### src/rtl/alu_issue_ctrl_pkg.sv
// Shared ALU control encodings: FunctC codes, ALUOp selectors, R-type funct values
// and the issue FSM state type.
package alu_issue_ctrl_pkg;

    localparam logic [3:0] ALU_ADD = 4'b0010;
    localparam logic [3:0] ALU_SUB = 4'b0110;
    localparam logic [3:0] ALU_AND = 4'b0000;
    localparam logic [3:0] ALU_OR  = 4'b0001;
    localparam logic [3:0] ALU_NOR = 4'b0011;
    localparam logic [3:0] ALU_MUL = 4'b1010;
    localparam logic [3:0] ALU_DIV = 4'b1111;

    localparam logic [1:0] ALUOP_ADD   = 2'b00;
    localparam logic [1:0] ALUOP_SUB   = 2'b01;
    localparam logic [1:0] ALUOP_RTYPE = 2'b10;
    localparam logic [1:0] ALUOP_OR    = 2'b11;

    localparam logic [5:0] FN_ADD  = 6'b100000;
    localparam logic [5:0] FN_ADDU = 6'b100001;
    localparam logic [5:0] FN_SUB  = 6'b100010;
    localparam logic [5:0] FN_SUBU = 6'b100011;
    localparam logic [5:0] FN_AND  = 6'b100100;
    localparam logic [5:0] FN_OR   = 6'b100101;
    localparam logic [5:0] FN_NOR  = 6'b100111;
    localparam logic [5:0] FN_MUL  = 6'b011000;
    localparam logic [5:0] FN_DIV  = 6'b011010;

    typedef enum logic [1:0] {
        StIdle,
        StIssue,
        StResp
    } state_t;

endpackage

### src/rtl/alu_issue_ctrl_if.sv
// Request, ALU-drive and response signals of the ALU issue unit.
// slave is the issue unit's view; master is the decode stage / ALU / consumer view.
interface alu_issue_ctrl_if;

    logic        req_valid;
    logic        req_ready;
    logic [1:0]  alu_op;
    logic [5:0]  funct;
    logic [31:0] a_in;
    logic [31:0] b_in;
    logic [3:0]  FunctC;
    logic [31:0] A;
    logic [31:0] B;
    logic [31:0] ALUOut;
    logic        Zero;
    logic        rsp_valid;
    logic        rsp_ready;
    logic [31:0] result;
    logic        result_zero;
    logic        illegal;

    modport slave (
        input  req_valid, alu_op, funct, a_in, b_in, ALUOut, Zero, rsp_ready,
        output req_ready, FunctC, A, B, rsp_valid, result, result_zero, illegal
    );

    modport master (
        output req_valid, alu_op, funct, a_in, b_in, ALUOut, Zero, rsp_ready,
        input  req_ready, FunctC, A, B, rsp_valid, result, result_zero, illegal
    );

endinterface

### src/rtl/alu_issue_ctrl_encode.sv
// Combinational {alu_op, funct} -> {FunctC, is_muldiv, illegal} encoder.
module alu_func_encode
    import alu_issue_ctrl_pkg::*;
(
    input  logic [1:0] alu_op,
    input  logic [5:0] funct,
    output logic [3:0] functc,
    output logic       is_muldiv,
    output logic       illegal
);

    always_comb begin
        functc    = ALU_ADD;
        is_muldiv = 1'b0;
        illegal   = 1'b0;
        unique case (alu_op)
            ALUOP_ADD: functc = ALU_ADD;
            ALUOP_SUB: functc = ALU_SUB;
            ALUOP_OR:  functc = ALU_OR;
            ALUOP_RTYPE: begin
                case (funct)
                    FN_ADD, FN_ADDU: functc = ALU_ADD;
                    FN_SUB, FN_SUBU: functc = ALU_SUB;
                    FN_AND:          functc = ALU_AND;
                    FN_OR:           functc = ALU_OR;
                    FN_NOR:          functc = ALU_NOR;
                    FN_MUL: begin
                        functc    = ALU_MUL;
                        is_muldiv = 1'b1;
                    end
                    FN_DIV: begin
                        functc    = ALU_DIV;
                        is_muldiv = 1'b1;
                    end
                    // functc stays at a mapped code so the ALU default is never selected
                    default:         illegal = 1'b1;
                endcase
            end
            default: illegal = 1'b1;
        endcase
    end

endmodule

### src/rtl/alu_issue_ctrl.sv
// ALU issue unit: latches FunctC/A/B, holds them for a per-op settle time,
// then captures ALUOut/Zero and returns them over a valid/ready response.
module alu_issue_ctrl
    import alu_issue_ctrl_pkg::*;
#(
    parameter int unsigned SIMPLE_LAT = 1,
    parameter int unsigned MULDIV_LAT = 4
) (
    input logic              clk,
    input logic              rst,
    alu_issue_ctrl_if.slave  bus
);

    localparam int unsigned MaxLat = (SIMPLE_LAT > MULDIV_LAT) ? SIMPLE_LAT : MULDIV_LAT;
    localparam int unsigned CntW   = (MaxLat > 1) ? $clog2(MaxLat) : 1;
    localparam logic [CntW-1:0] SimpleLoad = CntW'(SIMPLE_LAT - 1);
    localparam logic [CntW-1:0] MulDivLoad = CntW'(MULDIV_LAT - 1);

    state_t            state_q, state_d;
    logic [CntW-1:0]   cnt_q, cnt_d;
    logic [3:0]        functc_q, functc_d;
    logic [31:0]       a_q, a_d;
    logic [31:0]       b_q, b_d;
    logic [31:0]       result_q, result_d;
    logic              zero_q, zero_d;
    logic              illegal_q, illegal_d;

    logic [3:0]        dec_functc;
    logic              dec_muldiv;
    logic              dec_illegal;

    alu_func_encode u_encode (
        .alu_op    (bus.alu_op),
        .funct     (bus.funct),
        .functc    (dec_functc),
        .is_muldiv (dec_muldiv),
        .illegal   (dec_illegal)
    );

    always_comb begin
        state_d   = state_q;
        cnt_d     = cnt_q;
        functc_d  = functc_q;
        a_d       = a_q;
        b_d       = b_q;
        result_d  = result_q;
        zero_d    = zero_q;
        illegal_d = illegal_q;
        unique case (state_q)
            StIdle: begin
                if (bus.req_valid) begin
                    if (dec_illegal) begin
                        // ALU inputs untouched so an illegal op never toggles them
                        state_d   = StResp;
                        illegal_d = 1'b1;
                        result_d  = '0;
                        zero_d    = 1'b0;
                    end else begin
                        state_d  = StIssue;
                        functc_d = dec_functc;
                        a_d      = bus.a_in;
                        b_d      = bus.b_in;
                        cnt_d    = dec_muldiv ? MulDivLoad : SimpleLoad;
                    end
                end
            end
            StIssue: begin
                if (cnt_q == '0) begin
                    state_d   = StResp;
                    result_d  = bus.ALUOut;
                    zero_d    = bus.Zero;
                    illegal_d = 1'b0;
                end else begin
                    cnt_d = cnt_q - CntW'(1);
                end
            end
            StResp: begin
                if (bus.rsp_ready) begin
                    state_d = StIdle;
                end
            end
            default: state_d = StIdle;
        endcase
    end

    always_ff @(posedge clk or posedge rst) begin
        if (rst) begin
            state_q   <= StIdle;
            cnt_q     <= '0;
            functc_q  <= ALU_ADD;
            a_q       <= '0;
            b_q       <= '0;
            result_q  <= '0;
            zero_q    <= 1'b0;
            illegal_q <= 1'b0;
        end else begin
            state_q   <= state_d;
            cnt_q     <= cnt_d;
            functc_q  <= functc_d;
            a_q       <= a_d;
            b_q       <= b_d;
            result_q  <= result_d;
            zero_q    <= zero_d;
            illegal_q <= illegal_d;
        end
    end

    assign bus.req_ready   = (state_q == StIdle);
    assign bus.rsp_valid   = (state_q == StResp);
    assign bus.FunctC      = functc_q;
    assign bus.A           = a_q;
    assign bus.B           = b_q;
    assign bus.result      = result_q;
    assign bus.result_zero = zero_q;
    assign bus.illegal     = illegal_q;

endmodule

### src/flat_wrapper.sv
// flat-port wrapper written by rule: the top's interface ports become plain ports
module alu_issue_ctrl_flat import alu_issue_ctrl_pkg::*;
#(
    parameter int unsigned SIMPLE_LAT = 1,
    parameter int unsigned MULDIV_LAT = 4
)
  (clk, rst, bus_req_valid, bus_alu_op, bus_funct, bus_a_in, bus_b_in, bus_ALUOut, bus_Zero, bus_rsp_ready, bus_req_ready, bus_FunctC, bus_A, bus_B, bus_rsp_valid, bus_result, bus_result_zero, bus_illegal);
  alu_issue_ctrl_if bus_i ();
  input logic clk;
  input logic rst;
  input wire logic [$bits(bus_i.req_valid)-1:0] bus_req_valid;
  input wire logic [$bits(bus_i.alu_op)-1:0] bus_alu_op;
  input wire logic [$bits(bus_i.funct)-1:0] bus_funct;
  input wire logic [$bits(bus_i.a_in)-1:0] bus_a_in;
  input wire logic [$bits(bus_i.b_in)-1:0] bus_b_in;
  input wire logic [$bits(bus_i.ALUOut)-1:0] bus_ALUOut;
  input wire logic [$bits(bus_i.Zero)-1:0] bus_Zero;
  input wire logic [$bits(bus_i.rsp_ready)-1:0] bus_rsp_ready;
  output wire logic [$bits(bus_i.req_ready)-1:0] bus_req_ready;
  output wire logic [$bits(bus_i.FunctC)-1:0] bus_FunctC;
  output wire logic [$bits(bus_i.A)-1:0] bus_A;
  output wire logic [$bits(bus_i.B)-1:0] bus_B;
  output wire logic [$bits(bus_i.rsp_valid)-1:0] bus_rsp_valid;
  output wire logic [$bits(bus_i.result)-1:0] bus_result;
  output wire logic [$bits(bus_i.result_zero)-1:0] bus_result_zero;
  output wire logic [$bits(bus_i.illegal)-1:0] bus_illegal;
  assign bus_i.req_valid = bus_req_valid;
  assign bus_i.alu_op = bus_alu_op;
  assign bus_i.funct = bus_funct;
  assign bus_i.a_in = bus_a_in;
  assign bus_i.b_in = bus_b_in;
  assign bus_i.ALUOut = bus_ALUOut;
  assign bus_i.Zero = bus_Zero;
  assign bus_i.rsp_ready = bus_rsp_ready;
  assign bus_req_ready = bus_i.req_ready;
  assign bus_FunctC = bus_i.FunctC;
  assign bus_A = bus_i.A;
  assign bus_B = bus_i.B;
  assign bus_rsp_valid = bus_i.rsp_valid;
  assign bus_result = bus_i.result;
  assign bus_result_zero = bus_i.result_zero;
  assign bus_illegal = bus_i.illegal;
  alu_issue_ctrl #(.SIMPLE_LAT(SIMPLE_LAT), .MULDIV_LAT(MULDIV_LAT)) u_core (.clk(clk), .rst(rst), .bus(bus_i));
endmodule
### config.mk
export PLATFORM = sky130hd
export DESIGN_NAME = alu_issue_ctrl_flat
export DESIGN_NICKNAME = d
export VERILOG_FILES = /design/src/rtl/alu_issue_ctrl_pkg.sv /design/src/rtl/alu_issue_ctrl_if.sv /design/src/rtl/alu_issue_ctrl_encode.sv /design/src/rtl/alu_issue_ctrl.sv /design/src/flat_wrapper.sv
export SDC_FILE = /design/constraint.sdc
export NUM_CORES = 1
export LEC_CHECK = 0
export BUFFER_PORTS_ARGS = -buffer_cell sky130_fd_sc_hd__buf_2
export CORE_ASPECT_RATIO = 0.9
export CORE_MARGIN = 2
export CORE_UTILIZATION = 44
export CTS_BUF_LIST = sky130_fd_sc_hd__clkbuf_8
export DETAILED_ROUTE_END_ITERATION = 8
export GPL_ROUTABILITY_DRIVEN = 0
export PLACE_DENSITY_LB_ADDON = 0.1
export SLEW_MARGIN = 20
export SYNTH_ARGS = -nofsm -noshare
export SYNTH_HDL_FRONTEND = slang
export SYNTH_SLANG_ARGS = --single-unit
export TNS_END_PERCENT = 1
### constraint.sdc
create_clock -name clk -period 3.3 [get_ports clk]
set_clock_uncertainty 0.15 [all_clocks]
set_input_delay 0.33 -clock clk [delete_from_list [all_inputs] [get_ports clk]]
set_output_delay 0.33 -clock clk [all_outputs]
set_load 0.01 [all_outputs]
==> metrics.md, run 1 <==
| Metric | Value |
|---|---|
| Unique cell type count in the Yosys netlist | 37 |
| YS warnings | 0 |
| Commonest non-fill, non-tap cell in the layout | buf_2 |
| First-pass GRT wire length | 17.1 mm |
| Biggest cell delay along the critical path | 0.47 ns |
| Vias in the first global route | 3348 |
| Total negative slack | 0 ns |
| Grt ovf | 0 |
| Crit path cell chain | or3b_1 > o21bai_4 > buf_12 > mux2_4 |
| Initial antenna violation count | 0 |
| Initial Utilization | 45.3% |
| CTS sink count | 106 |
| Post-synth EDFFs | 0 |
| Netlist Area Pre-Place | 4640 µm² |
| Yosys top cell by area | dfrtp_1 |
| Vias | 3430 |
| CTS Buf Count | 9 |
| Sequential cell area fraction in the yosys report | 57.1% |
| Slew @ Worst Pin | 0.746 ns |
| R2R Setup Slk | 1.16 ns |
| Largest net degree at the start of global routing | 61 |
| Critical path launch point type | register |
| I/O pin cnt | 213 |
| R2r startpoint | u_core.state_q[0] |
| IO buf count | 212 |
| Row cnt | 35 |
| Most frequent cells in the layout | 212 x buf_2, 105 x dfrtp_1, 66 x mux2_4 |
| Resized cells post-CTS | 0 |
| Outcome | completed |
| Power density over the cells | 960 nW/µm² |
| Max-slew violations | 0 |
| Final ANT Viol Nets | 0 |
| Critical path fanouts, max | 46 |
| FF-to-FF path depth | 4 |
| CTS H-tree depth | 3 |
| Post-DP HPWL | 7.70 mm |
| Synth area leaders | dfrtp_1 57%, mux2_4 21%, a22oi_1 5.3%, o21ai_0 3.2%, nand2_1 2.7% |
| Min cycle time layout | 2.14 ns |
| Area Overhead vs Synth | 29.6% |
| Drc violations | 0 |
| Core footprint | 10200 µm² |
| RSZ-0062 raised after global routing | false |
| Synth Register Bits | 106 |
| Reg2reg end | u_core.bus.B[26] |
| Final hold vios | 0 |
| Clock Latency Late Sink | 0.36 ns |
| NumNets Final | 656 |
| Drt via density | 5.04 |
| Detailed router's first-iteration violation count | 175 |
| Final setup viols | 0 |
| WL final | 10.9 mm |
| CP arrival | 2.25 ns |
| Peak VDD IR | 0.000541 V |
| Final std cells w/o fill | 680 |
| GRT Util Overall | 18.8% |
| Final cycle utilization of the critical path | 64.9% |
| Main flop type after synthesis | dfrtp_1 |
| ANT cells | 0 |
| Worst Setup SP | u_core.state_q[0] |
| Max Cap Viol | 0 |
| CTS clock-pin slew for the worst setup and hold paths | 0.11 ns |
| Hold crit path type | primary input to register |
| Synthesized net count | 446 |
| Routed WL per cell | 16.0 µm |
| Slew headroom | 50.3% |
| DRT Pass-1 Iters | 4 |
| CTS Buffer Depth | 2 |
| Die X | 112 µm |
| Chip height | 101 µm |
| Setup crit end | u_core.bus.B[26] |
| TritonCTS clock tree | yes |
| Critical path type | register to register |
| Synth Instances | 336 |
| DP Cell Count | 663 |
| CP Data Required Time | 3.41 ns |
| Leak | 3.17 nW |
| Yosys top cell area share | 56.6% |
| Clk root buf | clkbuf_8 |
| Avg Synthesized Cell Area | 13.8 µm² |
| Die ar. | 11400 µm² |
| Fmax | 467 MHz |
| Layout cell share with drive strength beyond 1 | 56.3% |
| Setup crit end kind | register |
| Ys async rst share | 100% |
| Crit path max-delay cell type | dfrtp_1 |
==> where the power goes <==
group / internal (mW) / leakage [nW] / total (mW) / switching (mW)
clock network: 0.291 / 0.0940 / 0.768 / 0.477
logic: 1.39 / 1.83 / 2.63 / 1.24
registers: 1.97 / 1.25 / 2.38 / 0.411
==> cell usage after synthesis, types with 2 or more instances <==
master	n
dfrtp_1	105
mux2_4	66
nand2_1	34
a22oi_1	33
o21ai_0	30
clkbuf_1	12
buf_6	7
inv_1	6
o21ai_1	6
nor2_1	5
nor2b_1	3
nor3b_1	3
nand2b_1	2
==> cell type report <==
class                           instances  area, µm²
Timing Repair Buffer                  219       1140
Clock inverter                          7       61.3
Fill cell                             860       4230
Multi-Input combinational cell        204       1850
Tap cell                              129        161
Sequential cell                       106       2650
Inverter                                6       25.0
Clock buffer                            9        124
==> how the worst min path moves through the flow <==
stage | start | endpoint | slack [ns] | cells after the start
global route | bus_a_in[26] | u_core.bus.A[26] | 0.01 | 2
finish | bus_a_in[25] | u_core.bus.A[25] | 0.03 | 2
CTS | bus_a_in[25] | u_core.bus.A[25] | 0.008 | 2
global placement | u_core.bus.FunctC[3] | u_core.bus.FunctC[3] | 0.31 | 1
detailed placement | u_core.bus.FunctC[3] | u_core.bus.FunctC[3] | 0.31 | 1
floorplan | bus_ALUOut[11] | u_core.bus.result[11] | 0.31 | 2
==> registers in the layout (all words and copies together) (netlist names) <==
| signal | flops |
|---|---|
| u_core.bus.result | 32 |
| u_core.bus.result_zero | 1 |
| u_core.state_q | 2 |
| u_core.bus.B | 32 |
| u_core.bus.A | 32 |
| u_core.cnt_q | 2 |
| u_core.bus.illegal | 1 |
| u_core.bus.FunctC | 4 |
==> stage by stage <==
stage	utilization [%]	total power [mW]	setup WS, ns	cell area [µm²]	hold WS, ns
2_1_floorplan	-	4.07	0.0328	4640	0.315
3_3_place_gp	56.8	4.97	1.11	5820	0.308
3_5_place_dp	56.8	5.06	1.01	5820	0.311
4_1_cts	58.7	5.84	1.15	6020	0.00849
5_1_grt	58.7	6.18	1.07	6020	0.00955
6_report	58.7	5.78	1.16	6020	0.0261
==> timing repair <==
| action | CTS | global route |
|---|---|---|
| buffers inserted | 0 | 0 |
| hold buffers | 1 | 0 |
| endpoints found under the hold margin | 58 | 0 |
==> layer usage <==
metal | global-route usage [%] | vias up | wire length (µm)
li1 | - | 1623 | -
met1 | 26.0 | 1652 | 4800
met2 | 29.3 | 148 | 5130
met3 | 5.69 | 7 | 869
met4 | 4.50 | 0 | 72
met5 | 0 | - | 0
==> critical path, delay by kind of cell, from the launching register on <==
| kind | cells | cell delay (ns) |
|---|---|---|
| mux | 1 | 0.34 |
| compound gates | 1 | 0.30 |
| simple gates | 1 | 0.46 |
| flops | 1 | 0.47 |
| buf+inv | 1 | 0.27 |
==> cell families (layout without fill, tap and decap cells) <==
group,after synthesis,count (layout),synth area share [%]
multiplexers,67,67,21.6
AND/OR/NAND/NOR,56,56,6.01
AO/OA/AOI/OAI,80,80,11.8
buffers and inverters,26,241,3.26
adder cells (fa/ha/maj),1,1,0.269
flip-flops,106,106,57.1
Note: power is estimated with default switching activity, not from simulation.
==> inputs of run 2 (changes only) <==
- CORE_UTILIZATION: 44 -> 48
- clock period: 3.3 -> 2.1 ns (I/O delays scaled with it)
==> metrics.md, run 2 (same netlist as run 1, synthesis figures left out) <==
| Metric | Value |
|---|---|
| Min-delay src | bus_funct[1] |
| Die ar. | 10500 µm² |
| Flop pwr share | 39.1% |
| Core footprint | 9530 µm² |
| Most frequent cells in the layout | 212 x buf_2, 105 x dfrtp_1, 99 x dlygate4sd3_1 |
| Final Util | 75.4% |
| Critical path type | register to register |
| Final setup viols | 0 |
| I/O pin cnt | 213 |
| Critical path fanouts, max | 17 |
| Psw | 3.51 mW |
| Biggest cell delay along the critical path | 0.44 ns |
| Drt via density | 5.05 |
| Final std cells w/o fill | 786 |
| CP arrival | 2.08 ns |
| Clock Latency Late Sink | 0.36 ns |
| Fmax | 507 MHz |
| GRT Util Overall | 26.6% |
| Crit path max-delay cell type | or3b_1 |
| Commonest non-fill, non-tap cell in the layout | buf_2 |
| Die X | 108 µm |
| Final hold vios | 0 |
| Clock power frac | 13.7% |
| P_int | 6.20 mW |
| Outcome | completed |
| DP Cell Count | 672 |
| CP Data Required Time | 2.21 ns |
| Slew headroom | 63.9% |
| First-pass GRT wire length | 22.0 mm |
| ANT cells | 0 |
| R2r startpoint | u_core.state_q[0] |
| Row cnt | 34 |
| Total negative slack | 0 ns |
| Largest net degree at the start of global routing | 65 |
| Drc violations | 0 |
| Max Cap Viol | 0 |
| Leak | 3.67 nW |
| GR Util met3 | 7.24% |
| Area Overhead vs Synth | 54.7% |
| TritonCTS clock tree | yes |
| NumNets Final | 766 |
| Met1 usage in global routing | 32.8% |
| Sw Share | 36.2% |
| Final cycle utilization of the critical path | 94.0% |
| Hold crit path type | primary input to register |
| Min cycle time layout | 1.97 ns |
| IO buf count | 212 |
| Detailed router's first-iteration violation count | 215 |
| GR peak layer | met2 |
| CTS sink count | 106 |
| Setup crit end kind | register |
| Combinational share of power | 47.2% |
| Total Power | 9.70 mW |
| Chip height | 97.3 µm |
| Setup bufs post-CTS | 0 |
| Routed WL per cell | 17.1 µm |
| Hold slack final | 0.0408 ns |
| Crit path cell chain | or3b_1 > o21bai_4 > buf_12 > buf_4 > mux2_4 |
| Critical path launch point type | register |
| Final ANT Viol Nets | 0 |
| WL final | 13.5 mm |
| Layout cell share with drive strength beyond 1 | 48.3% |
| Slew @ Worst Pin | 0.542 ns |
| Post-DP HPWL | 8.10 mm |
| CTS H-tree depth | 3 |
| CTS Buf Count | 9 |
| Layout fillers | 620 |
| RSZ-0062 raised after global routing | false |
| CTS Buffer Depth | 2 |
| Power density over the cells | 1350 nW/µm² |
| Met2 Use GR | 45.4% |
| Sequential cell area | 2650 µm² |
| Footprint of the multi-input gates | 1850 µm² |
| Worst Setup SP | u_core.state_q[0] |
| Vias | 3970 |
| Clk root buf | clkbuf_8 |
| Peak VDD IR | 0.000836 V |
| CTS clock-pin slew for the worst setup and hold paths | 0.09 ns |
| Resized cells post-CTS | 0 |
| DRT Pass-1 Iters | 6 |
| Initial antenna violation count | 0 |
| Grt ovf | 0 |
| Vias in the first global route | 4259 |
| Max-slew violations | 0 |
| Initial Utilization | 48.7% |
-- run 2: cell count changes in the layout (fill, tap and decap cells not counted), moves of 2 or more --
cell	before	now
dlygate4sd3_1	1	99
clkinvlp_4	1	3
buf_12	2	8
inv_8	2	0
buf_4	4	10
inv_6	2	0
bufinv_16	0	2
-- run 2: worst max-delay path: cells and delay by family (launching register included) --
family | cells | cell delay (ns)
simple gates | 1 | 0.44
flops | 1 | 0.38
buf+inv | 2 | 0.34
mux | 1 | 0.30
compound gates | 1 | 0.24
-- run 2: worst paths after layout --
kind | to | slack, ns | depth (start not counted)
setup / recovery | u_core.bus.A[25] | 0.13 | 5
hold / removal | u_core.bus.FunctC[2] | 0.04 | 3
setup reg to reg | u_core.bus.A[25] | 0.13 | 5
hold reg to reg | u_core.bus.FunctC[3] | 0.33 | 1
max in group asynchronous | u_core.bus.FunctC[1] | 0.96 | 4
min in group asynchronous | u_core.bus.B[16] | 0.34 | 4
-- run 2: per-layer routing --
layer	share of wire, %	routed length, µm
met5	0	0
met4	2.0	275
met3	7.9	1070
met2	50	6790
met1	40	5320
-- run 2: final cells by class --
type,count,share of cell area (%)
well taps,126,2.19
clock buffers,9,1.72
clock inverters,6,1.17
inverters,6,0.366
multi-input cells,204,25.8
repair buffers,329,31.8
flip-flops and latches,106,36.9
-- run 2: timing repair --
| action | 4_1_cts | 5_1_grt |
|---|---|---|
| endpoints found under the hold margin | 203 | 0 |
| endpoints found under the setup margin | 0 | 0 |
| hold buffers | 99 | 0 |
-- run 2: stage by stage --
step                      setup WS, ns  area, µm²
after floorplan                  0.250       4650
after global placement           0.144       5980
after detailed placement         0.107       5980
after CTS                        0.123       7180
after global routing            0.0474       7180
final                            0.126       7180
-- run 2: power by group through the flow --
stage | clock network [mW] | registers [mW] | logic [mW]
2_1_floorplan | 0 | 4.19 | 2.20
3_3_place_gp | 0 | 3.73 | 4.26
3_5_place_dp | 0 | 3.76 | 4.37
4_1_cts | 1.37 | 3.74 | 4.52
5_1_grt | 1.47 | 3.94 | 4.95
6_report | 1.33 | 3.79 | 4.58
